$ cat config.mk
export PLATFORM = sky130hd
export DESIGN_NAME = seq_divider
export DESIGN_NICKNAME = d
export VERILOG_FILES = /design/src/rtl/seq_divider.sv
export SDC_FILE = /design/constraint.sdc
export NUM_CORES = 1
export LEC_CHECK = 0
export CAP_MARGIN = 5
export CORE_MARGIN = 5
export CORE_UTILIZATION = 40
export DETAILED_ROUTE_END_ITERATION = 10
export PLACE_DENSITY_LB_ADDON = 0.2
export SYNTH_ARGS = -nofsm -noshare
export SYNTH_HDL_FRONTEND = slang
export SYNTH_SLANG_ARGS = --single-unit
$ cat constraint.sdc
create_clock -name clk -period 2.7 [get_ports clk]
set_input_delay 0.675 -clock clk [delete_from_list [all_inputs] [get_ports clk]]
set_output_delay 0.675 -clock clk [all_outputs]
set_load 0.005 [all_outputs]
$ cat src/rtl/seq_divider.sv
// Sequential restoring divider: 2*WIDTH-bit dividend by WIDTH-bit divisor,
// one quotient bit per cycle, MSB first, with a one-cycle out_valid pulse.
module seq_divider #(
  parameter int WIDTH = 8
) (
  input  logic               clk,
  input  logic               rst_n,
  input  logic               in_valid,
  input  logic [2*WIDTH-1:0] dividend,
  input  logic [WIDTH-1:0]   divisor,
  output logic               in_ready,
  output logic [2*WIDTH-1:0] quotient,
  output logic [WIDTH-1:0]   remainder,
  output logic               div_by_zero,
  output logic               out_valid
);

  localparam int DW = 2 * WIDTH;
  localparam int CW = $clog2(DW);
  localparam logic [CW-1:0] LAST_STEP = CW'(DW - 1);

  typedef enum logic [1:0] {
    IDLE,
    RUN,
    DONE
  } state_t;

  state_t state;
  state_t next_state;

  logic [DW-1:0]    dvd_sr;
  logic [DW-2:0]    quo_sr;
  logic [WIDTH-1:0] div_reg;
  logic [WIDTH-1:0] rem_reg;
  logic [CW-1:0]    step;

  logic [WIDTH:0]   partial;
  logic [WIDTH:0]   diff;
  logic [WIDTH-1:0] next_rem;
  logic             q_bit;
  logic             last_step;

  // The stored remainder is always below the divisor, so WIDTH bits suffice;
  // the WIDTH+1-bit partial exists only for the compare. A clear borrow bit
  // of the trial subtraction means partial >= divisor.
  always_comb begin
    partial   = {rem_reg, dvd_sr[DW-1]};
    diff      = partial - {1'b0, div_reg};
    q_bit     = ~diff[WIDTH];
    next_rem  = q_bit ? diff[WIDTH-1:0] : partial[WIDTH-1:0];
    last_step = (step == LAST_STEP);
  end

  always_ff @(posedge clk or negedge rst_n) begin
    if (!rst_n) begin
      state <= IDLE;
    end else begin
      state <= next_state;
    end
  end

  always_comb begin
    next_state = state;
    case (state)
      IDLE: begin
        if (in_valid) begin
          next_state = (divisor == '0) ? DONE : RUN;
        end
      end
      RUN: begin
        if (last_step) begin
          next_state = DONE;
        end
      end
      DONE:    next_state = IDLE;
      default: next_state = IDLE;
    endcase
  end

  always_comb begin
    in_ready  = (state == IDLE);
    out_valid = (state == DONE);
  end

  always_ff @(posedge clk or negedge rst_n) begin
    if (!rst_n) begin
      dvd_sr      <= '0;
      quo_sr      <= '0;
      div_reg     <= '0;
      rem_reg     <= '0;
      step        <= '0;
      quotient    <= '0;
      remainder   <= '0;
      div_by_zero <= 1'b0;
    end else begin
      case (state)
        IDLE: begin
          if (in_valid) begin
            if (divisor != '0) begin
              dvd_sr  <= dividend;
              div_reg <= divisor;
              rem_reg <= '0;
              quo_sr  <= '0;
              step    <= '0;
            end else begin
              quotient    <= '1;
              remainder   <= dividend[WIDTH-1:0];
              div_by_zero <= 1'b1;
            end
          end
        end
        RUN: begin
          dvd_sr  <= {dvd_sr[DW-2:0], 1'b0};
          quo_sr  <= {quo_sr[DW-3:0], q_bit};
          rem_reg <= next_rem;
          if (last_step) begin
            quotient    <= {quo_sr, q_bit};
            remainder   <= next_rem;
            div_by_zero <= 1'b0;
            step        <= '0;
          end else begin
            step <= step + CW'(1);
          end
        end
        default: begin
        end
      endcase
    end
  end

endmodule

==> flow_summary_export.csv <==
group,metric,value,unit
clocking,post_cts_buffers,0,
synth,syn_avg_cell_area,9.731,um2
drt,drtAntennaViolNets,0,
synth,syn_nets,423,
layout,finalInstanceArea,4715,um2
die,io_pins,54,
synth,synth_top_area_frac,0.5197,
layout,antenna_cells,0,
clocking,cts.htree.levels,3,
timing,setup_tns,0,ns
hold_path,hold_class,"primary input to async pin",
layout,instances_no_fill,559,
synth,synth-edff-count,0,
placed_design,placedCellCount,543,
synth,synthFlopType,"dfrtp_1",
drt,wirelength,8884,um
layout,reg_top3,"dvd_sr: 16 flops, quotient: 16 flops, quo_sr: 15 flops",
layout,utilization,0.5127,
drt,wl_per_cell,15.89,um
timing,skew,0.005741,ns
die,die-width,106.9,um
worst_setup_path,criticalPathCategory,"flip-flop to flip-flop",
clocking,cts_hold_buf,0,
drt,drtIter0Drc,172,
global_routing,grt_start_max_net_pins,47,
global_routing,grt_pass1_vias,2891,
die,start_util,0.4084,
clocking,clk_pin_slew,0.08,ns
clocking,cts.path.max_buffers,2,
worst_setup_path,reg2regPathDepth,10,
synth,yosysWarnings,0,
global_routing,antenna_found_initial,0,
placed_design,place_hpwl,6266,um
timing,fmax,381.4,MHz
timing,slew-limit-headroom,0.6187,
synth,synthMuxAreaShare,0.05630,
synth,yosysUniqueCellTypes,48,
worst_setup_path,reg2reg_from,"dvd_sr[15]",
global_routing,grt_pass1_wl,14720,um
global_routing,grt_remaining_overflow,0,
synth,synth_xor_area_frac,0.01166,
timing,rsz0062_at_grt,"no",
power_and_ir_drop,leakage,2.139,nW
synth,synth_fa_ha_area_frac,0.03531,
run,drv_cap,0,
drt,via_per_inst,5.345,
drt,dr_total_vias,2988,
timing,finalCritPeriodShare,0.9711,
synth,async_flop_share,1.000,
drt,drc,0,
placed_design,io_buffers,53,
synth,synth_commonest_cells,"dfrtp_1, nand2_1, o21ai_0",
worst_setup_path,regToRegEndpoint,"remainder[6]",
synth,yosysMostFrequentCell,"dfrtp_1",
layout,finalNetCount,480,
timing,slew_viol_final,0,
clocking,clock_latency,0.35,ns
worst_setup_path,cp_max_fo,4,
power_and_ir_drop,power_density,1240,nW/um2
synth,synth_area_leaders,"dfrtp_1, nand2_1, o21ai_0",
global_routing,grt_use_total,0.1635,
layout,area_growth,25.52,%
placed_design,placed_area,4476,um2
die,core,9196,um2
synth,synth_top_area_cell,"dfrtp_1",
worst_setup_path,critPathLaunchType,"flip-flop",
power_and_ir_drop,peakVddDrop,0.5157,mV
clocking,cts.sinks,78,
worst_setup_path,r2r_slack,0.08,ns
timing,hold_violations,0,
synth,synth-simple-area-share,0.1539,
synth,synth_compound_area_frac,0.1845,
timing,worst_hold_slack,0.3073,ns
run_status,outcome,"completed",
worst_setup_path,worstPathRequired,2.93,ns
clocking,cts_tree,"done",
clocking,root_buffer,"clkbuf_8",
clocking,cts_buffers,9,
drt,first_pass_iters,4,
synth,yosysSeqAreaShare,0.5197,
placed_design,place.gp.congestion,0.8838,
timing,worst_pin_slew,0.5719,ns
synth,ys_seq_elements,78,
layout,drive_gt1_frac,0.1049,
die,die_area,11430,um2
timing,setup_viol,0,
worst_setup_path,crit_arrival,2.85,ns
die,rows,35,
die,die_h,106.9,um
worst_setup_path,critPathCaptureType,"flip-flop",
timing,layout_min_cycle_time,2.622,ns
synth,syn_area,3756,um2
synth,synth_top_family_by_area,"compound AO/OA/AOI/OAI gates",
synth,syn_inst,386,
-- logic make-up after synthesis --
family          count (synthesis)
simple gates                  132
compound gates                108
flops                          78
buf+inv                        33
mux                            20
fa+ha+maj                      10
xor+xnor                        5
-- worst max path at each step --
stage | slack, ns | endpoint | start
6_report | 0.08 | remainder[6] | dvd_sr[15]
5_1_grt | 0.005 | rem_reg[5] | dvd_sr[15]
4_1_cts | 0.07 | remainder[6] | dvd_sr[15]
3_5_place_dp | 0.006 | remainder[4] | divisor[3]
3_3_place_gp | 0.04 | remainder[4] | divisor[3]
2_1_floorplan | 0.30 | remainder[6] | dvd_sr[15]
-- metrics by stage --
stage | setup WS [ns] | power [mW]
floorplan | 0.3034 | 3.805
global placement | 0.04493 | 4.760
detailed placement | 0.005626 | 4.818
CTS | 0.06617 | 5.851
global route | 0.004671 | 6.310
finish | 0.07815 | 5.846
-- what timing repair did --
item                                    4_1_cts  5_1_grt
hold endpoints to repair                      0        0
gates cloned                                  0        0
resized for setup                             1        2
endpoints found under the setup margin        1        8
-- layout make-up --
cell class,count,area [um2]
Clock inverter,6,93.84
Timing Repair Buffer,69,673.1
Inverter,10,37.54
Clock buffer,10,137.6
Sequential cell,78,1952
Fill cell,845,4482
Multi-Input combinational cell,275,1682
Tap cell,111,138.9
-- worst max-delay path: stages, from the launching register on --
cell      delay, ns
dfrtp_1        0.38
inv_1          0.06
ha_1           0.16
inv_1          0.05
fa_1           0.40
a211o_1        0.32
a211oi_1       0.29
o221ai_2       0.20
and3_1         0.23
nor4_1         0.31
nor2_1         0.09
-- where the power goes --
part | internal, mW | switching (mW)
Sequential | 1.67 | 0.347
Clock | 0.552 | 0.454
Combinational | 1.36 | 1.46
Total | 3.58 | 2.26
-- per-layer routing --
metal / wire (um) / track usage
met1: 4231 / 0.2242
met2: 4154 / 0.2536
met3: 357 / 0.03974
met4: 141 / 0.05571
met5: 0 / 0
-- cells in the final DEF (no fill, tap or decap), types with 5 or more instances in the layout --
master,Yosys,layout
a21oi_1,18,18
buf_4,1,15
clkbuf_8,0,10
clkdlybuf4s50_1,0,52
dfrtp_1,78,78
ha_1,9,9
inv_1,10,10
mux2i_1,17,17
nand2_1,73,73
nor2_1,31,31
nor3_1,6,6
o21ai_0,43,42
o22a_1,15,15
o22ai_1,5,5
Note: power is estimated with default switching activity, not from simulation.
